$ cat src/rtl/viexo_pkg.sv
// rtl/viexo_pkg.sv - shared AXI burst/response constants and FSM state type for the write slave
package viexo_pkg;

    localparam logic [1:0] VIEXO_BURST_FIXED = 2'b00;
    localparam logic [1:0] VIEXO_BURST_INCR  = 2'b01;
    localparam logic [1:0] VIEXO_BURST_WRAP  = 2'b10;
    localparam logic [1:0] VIEXO_BURST_RSVD  = 2'b11;

    localparam logic [1:0] VIEXO_RESP_OKAY   = 2'b00;
    localparam logic [1:0] VIEXO_RESP_SLVERR = 2'b10;

    localparam logic [2:0] VIEXO_SIZE_4B     = 3'b010;

    typedef enum logic [1:0] {
        ST_IDLE,
        ST_DATA,
        ST_RESP
    } viexo_state_e;

endpackage

$ cat src/rtl/viexo_axi_addr_gen.sv
// rtl/viexo_axi_addr_gen.sv - combinational next-beat address for FIXED/INCR/WRAP bursts
module viexo_axi_addr_gen
    import viexo_pkg::*;
(
    input  logic [31:0] addr_i,
    input  logic [7:0]  len_i,
    input  logic [1:0]  burst_i,
    output logic [31:0] next_addr_o
);

    logic [31:0] incr;
    logic [31:0] wrap_mask;

    always_comb begin
        incr      = addr_i + 32'd4;
        // For legal wrap lengths (1,3,7,15) this is the byte mask of the wrap block.
        wrap_mask = {22'd0, len_i, 2'b11};
        case (burst_i)
            VIEXO_BURST_INCR: next_addr_o = incr;
            VIEXO_BURST_WRAP: next_addr_o = (addr_i & ~wrap_mask) | (incr & wrap_mask);
            default:          next_addr_o = addr_i;
        endcase
    end

endmodule

$ cat src/rtl/viexo_axi_wslave.sv
// rtl/viexo_axi_wslave.sv - AXI4 write-only slave producing framebuffer write strobes; VIEXO_AXI_WRAP_EN enables WRAP
module viexo_axi_wslave
    import viexo_pkg::*;
#(
    parameter logic [31:0] FB_BASE = 32'h4000_0000,
    parameter int          FB_AW   = 14
) (
    input  logic             aclk,
    input  logic             aresetn,
    input  logic [31:0]      awaddr,
    input  logic [2:0]       awsize,
    input  logic [7:0]       awlen,
    input  logic [1:0]       awburst,
    input  logic             awvalid,
    output logic             awready,
    input  logic [31:0]      wdata,
    input  logic             wvalid,
    output logic             wready,
    input  logic             wlast,
    output logic [1:0]       bresp,
    output logic             bvalid,
    input  logic             bready,
    output logic             fb_we,
    output logic [FB_AW-1:0] fb_addr,
    output logic [31:0]      fb_data
);

    localparam logic [32:0] WIN_BYTES = 33'd4 << FB_AW;

    viexo_state_e     state_q, state_d;
    logic [31:0]      addr_q, addr_d;
    logic [7:0]       len_q, len_d;
    logic [1:0]       burst_q, burst_d;
    logic [7:0]       cnt_q, cnt_d;
    logic             berr_q, berr_d;
    logic             serr_q, serr_d;
    logic             awready_q, awready_d;
    logic             wready_q, wready_d;
    logic             bvalid_q, bvalid_d;
    logic [1:0]       bresp_q, bresp_d;
    logic             fb_we_q, fb_we_d;
    logic [FB_AW-1:0] fb_addr_q, fb_addr_d;
    logic [31:0]      fb_data_q, fb_data_d;

    logic [31:0]      next_addr;
    logic [31:0]      off;
    logic             in_win;
    logic             last_beat;
    logic             wrap_bad;
    logic             aw_err;

    viexo_axi_addr_gen u_addr_gen (
        .addr_i      (addr_q),
        .len_i       (len_q),
        .burst_i     (burst_q),
        .next_addr_o (next_addr)
    );

    assign off       = addr_q - FB_BASE;
    assign in_win    = (addr_q >= FB_BASE) && ({1'b0, off} < WIN_BYTES);
    assign last_beat = (cnt_q == len_q);

    always_comb begin
`ifdef VIEXO_AXI_WRAP_EN
        wrap_bad = !(awlen inside {8'd1, 8'd3, 8'd7, 8'd15});
`else
        wrap_bad = 1'b1;
`endif
        aw_err = (awsize != VIEXO_SIZE_4B) || (awaddr[1:0] != 2'b00) ||
                 (awburst == VIEXO_BURST_RSVD) ||
                 ((awburst == VIEXO_BURST_WRAP) && wrap_bad);
    end

    always_comb begin
        state_d   = state_q;
        addr_d    = addr_q;
        len_d     = len_q;
        burst_d   = burst_q;
        cnt_d     = cnt_q;
        berr_d    = berr_q;
        serr_d    = serr_q;
        fb_we_d   = 1'b0;
        fb_addr_d = fb_addr_q;
        fb_data_d = fb_data_q;
        case (state_q)
            ST_IDLE: begin
                if (awvalid && awready_q) begin
                    addr_d  = awaddr;
                    len_d   = awlen;
                    burst_d = awburst;
                    berr_d  = aw_err;
                    serr_d  = 1'b0;
                    cnt_d   = 8'd0;
                    state_d = ST_DATA;
                end
            end
            ST_DATA: begin
                if (wvalid && wready_q) begin
                    cnt_d  = cnt_q + 8'd1;
                    addr_d = next_addr;
                    if (in_win && !berr_q) begin
                        fb_we_d   = 1'b1;
                        fb_addr_d = off[FB_AW+1:2];
                        fb_data_d = wdata;
                    end
                    // Out-of-window beats and wlast disagreeing with the count both poison the response.
                    if (!in_win || (wlast != last_beat)) begin
                        serr_d = 1'b1;
                    end
                    if (last_beat) begin
                        state_d = ST_RESP;
                    end
                end
            end
            ST_RESP: begin
                if (bvalid_q && bready) begin
                    berr_d  = 1'b0;
                    serr_d  = 1'b0;
                    state_d = ST_IDLE;
                end
            end
            default: state_d = ST_IDLE;
        endcase

        // Handshake outputs are registered copies of the next state.
        awready_d = (state_d == ST_IDLE);
        wready_d  = (state_d == ST_DATA);
        bvalid_d  = (state_d == ST_RESP);
        bresp_d   = ((state_d == ST_RESP) && (berr_d || serr_d)) ? VIEXO_RESP_SLVERR : VIEXO_RESP_OKAY;
    end

    always_ff @(posedge aclk or negedge aresetn) begin
        if (!aresetn) begin
            state_q   <= ST_IDLE;
            addr_q    <= 32'd0;
            len_q     <= 8'd0;
            burst_q   <= VIEXO_BURST_FIXED;
            cnt_q     <= 8'd0;
            berr_q    <= 1'b0;
            serr_q    <= 1'b0;
            awready_q <= 1'b0;
            wready_q  <= 1'b0;
            bvalid_q  <= 1'b0;
            bresp_q   <= VIEXO_RESP_OKAY;
            fb_we_q   <= 1'b0;
            fb_addr_q <= '0;
            fb_data_q <= 32'd0;
        end else begin
            state_q   <= state_d;
            addr_q    <= addr_d;
            len_q     <= len_d;
            burst_q   <= burst_d;
            cnt_q     <= cnt_d;
            berr_q    <= berr_d;
            serr_q    <= serr_d;
            awready_q <= awready_d;
            wready_q  <= wready_d;
            bvalid_q  <= bvalid_d;
            bresp_q   <= bresp_d;
            fb_we_q   <= fb_we_d;
            fb_addr_q <= fb_addr_d;
            fb_data_q <= fb_data_d;
        end
    end

    assign awready = awready_q;
    assign wready  = wready_q;
    assign bvalid  = bvalid_q;
    assign bresp   = bresp_q;
    assign fb_we   = fb_we_q;
    assign fb_addr = fb_addr_q;
    assign fb_data = fb_data_q;

endmodule

$ cat config.mk
export PLATFORM = sky130hd
export DESIGN_NAME = viexo_axi_wslave
export DESIGN_NICKNAME = d
export VERILOG_FILES = /design/src/rtl/viexo_pkg.sv /design/src/rtl/viexo_axi_addr_gen.sv /design/src/rtl/viexo_axi_wslave.sv
export SDC_FILE = /design/constraint.sdc
export NUM_CORES = 1
export LEC_CHECK = 0
export CORE_UTILIZATION = 40
export DETAILED_ROUTE_END_ITERATION = 6
export GPL_TIMING_DRIVEN = 0
export PLACE_DENSITY = 0.67
export SLEW_MARGIN = 20
export SYNTH_ARGS = -nofsm -noshare
export SYNTH_HDL_FRONTEND = slang
export SYNTH_SLANG_ARGS = --single-unit
$ cat constraint.sdc
create_clock -name aclk -period 4.2 [get_ports aclk]
set_input_delay 1.05 -clock aclk [delete_from_list [all_inputs] [get_ports aclk]]
set_output_delay 1.05 -clock aclk [all_outputs]
set_load 0.05 [all_outputs]
Word level (Yosys, flattened, before mapping)
Index checks and enable logic that the tools add are counted.
- input port bits: 83
- register bits: 106
- RAM bits: 0
- latch bits: 0
- memories: 0
- memory bits (read-only): 0
- equal/unequal tests: 14
- shift-type cells: 0
- multiplexer cells: 24
- magnitude comparators: 2
- add/sub/neg operators: 3
- reduce and logical (&&, ||, !) cells: 21
- $mul: 0
- divide/modulo/power cells: 0
- bitwise operators: 4
- operators by type and width (kind ; count):
    32-bit one-hot mux with 2 select lines ; 2
    32-bit 2-to-1 mux ; 2
    32-bit by 3-bit adder with 32-bit output, second input constant ; 1
    32-bit by 10-bit AND with 32-bit output ; 1
    32-bit AND ; 1
    32-bit by 31-bit greater-or-equal comparator with 1-bit output, second input constant ; 1
    32-bit by 17-bit < comparator with 1-bit output, second input constant ; 1
    10-bit NOT with 32-bit output ; 1
    32-bit OR ; 1
    32-bit by 31-bit subtractor with 32-bit output, second input constant ; 1
    8-bit 2-to-1 mux ; 2
    8-bit one-hot mux with 2 select lines ; 1
    2-bit == test, second input constant ; 5
    2-bit 2-to-1 mux ; 5
    1-bit 2-to-1 mux ; 9
    8-bit by 1-bit adder with 8-bit output, second input constant ; 1
    8-bit == test ; 1
    2-bit by 1-bit == test with 1-bit output, second input constant ; 3
    1-bit logical AND ; 6
    2-bit one-hot mux with 3 select lines ; 1
    3-bit AND reduction ; 2
    1-bit logical OR ; 5
    2-bit logical NOT ; 2
    2-bit != test, second input constant ; 2
    other kinds (9) ; 11

Longest topological paths before layout
Gate-level depths: netlist of the first run.
- word-level depth: 11
- gate-level depth with buffers: 8

Hierarchy
From an unflattened synthesis of the first run, not the netlist that was laid out.
- cell total of the unflattened synthesis: 539
- area total of the unflattened synthesis: 5745.5 um2
- modules (own cells, without submodules) (module ; area an instance (um2) ; instances ; cells each):
    viexo_axi_wslave ; 4561.9 ; 1 ; 350
    viexo_axi_addr_gen ; 1183.6 ; 1 ; 189

Worst setup path before layout of the first run
OpenSTA, ideal clock, no wires.
- kind: input -> register
- start: in awsize[0]
- end: reg bresp_q[1] (netlist: bresp[1])
- buffers on the path: 0
- stages: 5
- slack: 1.835 ns
- arrival: 2.242 ns
- required time: 4.077 ns
- cells stage by stage: or4b_2 > o31ai_1 > o21ai_0 > o21ai_0 > a21oi_1
- longest elaborated chain between the ends: 9
- ends and longest elaborated chain (item ; line ; text):
    from (decl) ; viexo_axi_wslave.sv:11 ; input logic [2:0] awsize,
    3-bit by 2-bit != test with 1-bit output ; viexo_axi_wslave.sv:69 ; aw_err = (awsize != VIEXO_SIZE_4B) || (awaddr[1:0] != 2'b00) ||
    1-bit logical OR (2 in a row) ; viexo_axi_wslave.sv:69 ;
    1-bit logical OR ; viexo_axi_wslave.sv:70 ; (awburst == VIEXO_BURST_RSVD) ||
    1-bit 2-to-1 mux ; viexo_axi_wslave.sv:87 ; if (awvalid && awready_q) begin
    1-bit one-hot mux with 2 select lines ; viexo_axi_wslave.sv:85 ; case (state_q)
    1-bit logical OR ; viexo_axi_wslave.sv:129 ; bresp_d = ((state_d == ST_RESP) && (berr_d || serr_d)) ? VIEXO_RESP_SLVERR : VIEXO_RESP_OKAY;
    1-bit logical AND ; viexo_axi_wslave.sv:129 ;
    2-bit 2-to-1 mux ; viexo_axi_wslave.sv:129 ;
    net bresp_d[1] ; viexo_axi_wslave.sv:40 ; logic [1:0] bresp_q, bresp_d;
    to (signal assigned) ; viexo_axi_wslave.sv:159 ; bresp_q <= bresp_d;
    to (decl) ; viexo_axi_wslave.sv:40 ;
The timed path passes the listed nets, and every way through them passes these cells.
A chain may end at the register's enable or synchronous reset.

Worst setup path in the final report of the first run
- start: in wvalid
- end: reg addr_q[17]
- longest elaborated chain between the ends: 3
- ends and longest elaborated chain (item ; line ; text):
    from (decl) ; viexo_axi_wslave.sv:17 ; input logic wvalid,
    1-bit logical AND ; viexo_axi_wslave.sv:98 ; if (wvalid && wready_q) begin
    2-bit != test (no line) ; - ;
    4-bit AND reduction (no line) ; - ;
    to (signal assigned) ; viexo_axi_wslave.sv:150 ; addr_q <= addr_d;
    to (decl) ; viexo_axi_wslave.sv:31 ; logic [31:0] addr_q, addr_d;
Every way passes these cells.

==> results of run 1 <==
## layout by cell type (no fill, tap or decap), drive strengths merged, types with 20 or more instances in the layout
| master | n |
|---|---|
| clkdlybuf4s50 | 132 |
| dfrtp | 103 |
| nand2 | 71 |
| mux2 | 42 |
| nor2 | 40 |
| o21ai | 34 |
| clkbuf | 23 |
| buf | 22 |
| nand3 | 21 |
| a21oi | 20 |
## worst paths after layout
path | cells after the start | slack, ns | startpoint | endpoint
max in group asynchronous | 2 | 2.95 | aresetn | fb_data[4]
worst min-delay path | 2 | 0.49 | fb_addr[1] | fb_addr[1]
min in group asynchronous | 1 | 0.63 | aresetn | fb_data[8]
worst max register to register | 7 | 1.66 | addr_q[2] | addr_q[22]
worst min register to register | 2 | 0.49 | fb_addr[1] | fb_addr[1]
worst max-delay path | 6 | 1.23 | wvalid | addr_q[17]
## kinds of logic after synthesis
kind of cell / share of synthesized area
AOI/OAI and AO/OA: 0.145
muxes: 0.116
other: 0.000686
adders and majority gates: 0.00687
DFF: 0.472
and+or+nand+nor: 0.184
buffers and inverters: 0.0520
xor gates and xnor gates: 0.0240
## state kept, by name, indices dropped and copies added (netlist names), named ones only
register and count:
fb_data 32, addr_q 23, fb_addr 14, cnt_q 8
len_q 8, burst_q 2, state_q 2, awready 1
berr_q 1, bresp 1, bvalid 1, fb_we 1
serr_q 1, wready 1
## cell type report
class                   instances  area share
multi-input cells             382       0.356
inverters                      14     0.00718
clock buffers                   9      0.0308
clock inverters                 7     0.00667
flip-flops and latches        103       0.352
plain buffers                  34      0.0316
repair buffers                134       0.186
well taps                     176      0.0301
## through the flow
stage / util / worst slack (ns) / cell area [um^2] / hold WS (ns) / setup TNS, ns
global placement: 0.528 / -1.88 / 7020 / 0.466 / -192.54
CTS: 0.551 / 1.33 / 7320 / 0.492 / 0
finish: 0.551 / 1.23 / 7320 / 0.485 / 0
detailed placement: 0.530 / 0.962 / 7050 / 0.478 / 0
floorplan: - / 1.83 / 5470 / 0.447 / 0
global route: 0.551 / 1.14 / 7320 / 0.527 / 0
## where the power goes
group	switching (mW)	internal [mW]
Sequential	0.313	1.20
Clock	0.382	0.403
Combinational	0.701	0.486
Total	1.40	2.09
## critical path, delay by kind of cell
family | cells | cell delay [ns]
compound gates | 3 | 1.26
buf+inv | 1 | 0.50
simple gates | 2 | 0.44
## metal layers
metal	wire length, um	track usage	up-vias
li1	-	-	2231
met1	6790	0.289	2314
met2	6660	0.339	207
met3	993	0.0354	24
met4	346	0.102	0
met5	0	0	-
==> flow_summary.json, run 1 <==
{
  "status": "finished, final reports clean",
  "routed_via_density": 5.56,
  "vias": 4776,
  "startpoint_type": "input pin",
  "gp_congestion": 0.902,
  "cpPeakStageDelay_ns": 0.80,
  "finalPower_mw": 3.49,
  "cts_tree": "done",
  "grt_max_degree": 57,
  "nNetsFinal": 764,
  "yosysMostFrequentCell": "dfrtp_1",
  "min_path_type": "reg2reg",
  "cts.clk_slew.worst_paths_ns": 0.07,
  "setup_viol": 0,
  "max_freq_mhz": 336,
  "holdBufCountCts": 0,
  "place_inst": 843,
  "yosys.area.top_type": "dfrtp_1",
  "postCtsSetupBuffers": 0,
  "drtIter0Drc": 411,
  "cp-end-kind": "flip-flop",
  "antenna_left": 0,
  "seq_area_um2": 2580,
  "synth.area.top_cells": "dfrtp_1 47%, mux2_4 11%, nand2_1 4.9%",
  "layout-drive-gt1-share": 0.129,
  "core_area_um2": 13300,
  "rsz0062_at_grt": "false",
  "fp.dieH_um": 119,
  "h-tree-depth": 3,
  "p_leak_nw": 3.23,
  "grt_use_total": 0.215,
  "maxCapViolations": 0,
  "cts.sinks": 103,
  "fin_crit_sh": 0.708,
  "crit_type": "in2reg",
  "cp_max_fo": 9,
  "start_util": 0.411,
  "p_per_area_nw_per_um2": 476,
  "firstDrtPassIters": 5,
  "drc_errors": 0,
  "grt_pass1_wl_um": 24000,
  "synth_top_area_frac": 0.472,
  "port_buffers": 133,
  "antenna_found_initial": 0,
  "dpl.hpwl_um": 10900,
  "clk_latency_ns": 0.36,
  "cts_buffer_depth": 2,
  "rows": 42,
  "synth-edff-count": 0,
  "worstMarginPinSlew_ns": 0.861,
  "die_w_um": 119,
  "synthArstFlopShare": 1.00,
  "grt-ovfl-total": 0,
  "diodes": 0,
  "dieArea_um2": 14100,
  "routed_wirelength_um": 14800,
  "grt_pass1_vias": 4742,
  "cts_buffers": 9,
  "hold_viol": 0,
  "avgSynthCellArea_um2": 10.3,
  "postSynthCellCount": 533,
  "ys_seq_area_frac": 0.472,
  "io_pins": 135,
  "min_period_ns": 2.97,
  "syn_area_um2": 5470,
  "cp_cell_sequence": "clkdlybuf4s50_1 -> nand4b_1 -> a2bb2oi_1 -> nand2_1 -> o31ai_1 -> a22o_1",
  "synth_flop_cell": "dfrtp_1",
  "fillers": 1153,
  "cts_resized": 0,
  "ys_warn_count": 0,
  "ys_ff_latch": 103,
  "arrival_ns": 3.27,
  "slowest_stage": "a2bb2oi_1",
  "root_buffer": "clkbuf_16",
  "drv_slew": 0,
  "synth_common_cells": "103 x dfrtp_1, 71 x nand2_1, 40 x mux2_4, 40 x nor2_1, 33 x o21ai_0",
  "wl_per_cell_um": 17.2,
  "synth_nets": 619,
  "stdcell_count": 859,
  "worstPathRequired_ns": 4.50,
  "vdd_ir_drop_max_mv": 0.249,
  "finalClockSkew_ns": 0.0123,
  "maxSlewHeadroom": 0.424,
  "synth.distinct_cells": 62,
  "syn2layout_area_growth_pct": 33.9,
  "multi_input_area_um2": 2610
}
Power figures use the tool's default switching activity.
==> inputs of run 2 (changes only) <==
==> constraint.sdc (replaced) <==
create_clock -name aclk -period 2.8 [get_ports aclk]
set_input_delay 0.7 -clock aclk [delete_from_list [all_inputs] [get_ports aclk]]
set_output_delay 0.7 -clock aclk [all_outputs]
set_load 0.05 [all_outputs]
==> results of run 2 <==
Same layout as run 1 (identical final DEF). Status: finished, final reports clean.
Main changes from that run: setup slack after placement 0.962 ns -> -0.0879 ns; setup slack after layout 1.23 ns -> 0.177 ns; hold slack 0.485 ns -> 0.282 ns; register-to-register setup slack 1.66 ns -> 0.26 ns; total power 3.49 mW -> 5.23 mW; worst IR drop on VDD 0.249 mV -> 0.373 mV
==> inputs of run 3 (changes only) <==
--- a/config.mk
+++ b/config.mk
@@ -5,10 +5,11 @@
 export SDC_FILE = /design/constraint.sdc
 export NUM_CORES = 1
 export LEC_CHECK = 0
+export CAP_MARGIN = 20
 export CORE_UTILIZATION = 40
 export DETAILED_ROUTE_END_ITERATION = 6
 export GPL_TIMING_DRIVEN = 0
-export PLACE_DENSITY = 0.67
+export PLACE_DENSITY = 0.7
 export SLEW_MARGIN = 20
 export SYNTH_ARGS = -nofsm -noshare
 export SYNTH_HDL_FRONTEND = slang
==> constraint.sdc (replaced) <==
create_clock -name aclk -period 2.4 [get_ports aclk]
set_input_delay 0.6 -clock aclk [delete_from_list [all_inputs] [get_ports aclk]]
set_output_delay 0.6 -clock aclk [all_outputs]
set_load 0.05 [all_outputs]
==> flow_summary.json, run 3 (synthesis gave the netlist of run 1 again) <==
{
  "cts_buffer_depth": 2,
  "drv_slew": 0,
  "cpPeakStageDelay_ns": 0.51,
  "routed_wirelength_um": 14600,
  "dieArea_um2": 14100,
  "startpoint_type": "input pin",
  "critPathTopFamily": "buffers and inverters",
  "cts.clk_slew.worst_paths_ns": 0.07,
  "core_area_um2": 13300,
  "cts.sinks": 103,
  "grt-ovfl-total": 0,
  "final_area_um2": 7360,
  "fin_crit_sh": 0.950,
  "vias": 4770,
  "antenna_left": 0,
  "diodes": 0,
  "final_cell_mix": "132 x clkdlybuf4s50_1, 103 x dfrtp_1, 71 x nand2_1, 40 x nor2_1, 40 x mux2_4",
  "finalClockSkew_ns": 0.00749,
  "arrival_ns": 2.51,
  "post_dp_cell_area_um2": 7050,
  "fillers": 1180,
  "rsz0062_at_grt": "true",
  "holdBufCountCts": 0,
  "min_path_type": "in2async",
  "grt_use_total": 0.214,
  "min_period_ns": 2.28,
  "io_pins": 135,
  "worstMarginPinSlew_ns": 0.694,
  "crit_type": "in2reg",
  "p_per_area_nw_per_um2": 834,
  "maxSlewHeadroom": 0.533,
  "clk_latency_ns": 0.34,
  "crit_buf_inv": 3,
  "drtIter0Drc": 353,
  "dpl.hpwl_um": 10700,
  "fp.dieH_um": 119,
  "grt_pass1_wl_um": 24000,
  "port_buffers": 133,
  "firstDrtPassIters": 5,
  "root_buffer": "clkbuf_16",
  "grt_max_degree": 70,
  "start_util": 0.411,
  "preCtsSetupSlack_ns": -0.326,
  "grt_pass1_vias": 4764,
  "routed_via_density": 5.55,
  "fin_tns_setup_ns": 0,
  "maxCapViolations": 0,
  "multi_input_area_um2": 2630,
  "cts_buffers": 9,
  "cts_tree": "done",
  "vdd_ir_drop_max_mv": 0.498,
  "wl_per_cell_um": 16.9,
  "die_w_um": 119,
  "fin_ws_ns": 0.119,
  "largest_reg_flops": 32,
  "postCtsSetupBuffers": 0,
  "layout-drive-gt1-share": 0.133,
  "status": "finished, final reports clean",
  "cp_cell_sequence": "clkdlybuf4s50_1 -> nand4b_1 -> or3_4 -> buf_6 -> buf_12 -> mux2_4",
  "p_leak_nw": 3.25,
  "setup_viol": 0,
  "cp_max_fo": 10,
  "rows": 42,
  "antenna_found_initial": 0,
  "nNetsFinal": 764,
  "worstPathRequired_ns": 2.63,
  "max_freq_mhz": 438,
  "cp-end-kind": "flip-flop",
  "syn2layout_area_growth_pct": 34.6,
  "h-tree-depth": 3,
  "gp_congestion": 0.893,
  "seq_area_um2": 2580,
  "slowest_stage": "clkdlybuf4s50_1",
  "drc_errors": 0,
  "hold_viol": 0,
  "final_common_cell": "clkdlybuf4s50_1"
}
[run 3: worst paths after layout]
kind	startpoint	endpoint	slack, ns	cells after the start
hold / removal	aresetn	addr_q[25]	0.14	1
hold reg to reg	fb_addr[0]	fb_addr[0]	0.49	2
max in group asynchronous	aresetn	fb_data[26]	1.63	2
min in group aclk	fb_addr[0]	fb_addr[0]	0.49	2
setup reg to reg	state_q[0]	addr_q[11]	0.18	8
setup / recovery	wvalid	fb_data[27]	0.12	6
[run 3: where the power goes]
group | total [mW] | switching (mW) | leakage [nW] | internal (mW)
Combinational | 2.10 | 1.24 | 1.77 | 0.860
Sequential | 2.65 | 0.546 | 1.34 | 2.10
Clock | 1.39 | 0.623 | 0.137 | 0.764
[run 3: per-layer routing]
layer / up-vias / wire length [um] / GRT usage
met4: 0 / 401 / 0.116
met5: - / 0 / 0
li1: 2235 / - / -
met2: 205 / 6600 / 0.328
met3: 31 / 884 / 0.0378
met1: 2299 / 6670 / 0.288
[run 3: cell type report]
| class | instances | area share |
|---|---|---|
| multi-input combinational | 382 | 0.358 |
| sequential | 103 | 0.350 |
| timing repair buffer | 134 | 0.185 |
| clock buffer | 14 | 0.0359 |
| buffer | 34 | 0.0323 |
| tap | 176 | 0.0299 |
| inverter | 14 | 0.00714 |
| clock inverter | 2 | 0.00187 |
[run 3: timing repair]
item | 4_1_cts | 5_1_grt
gates cloned | 0 | 0
setup endpoints to repair | 3 | 33
gates resized for setup | 2 | 7
[run 3: metrics by stage]
step	total power, mW	hold WS, ns	util	cells
floorplan	3.95	0.304	-	533
global placement	4.62	0.464	0.528	842
detailed placement	4.71	0.478	0.530	843
CTS	6.13	0.151	0.551	859
global route	6.56	0.159	0.553	859
finish	6.13	0.141	0.553	859
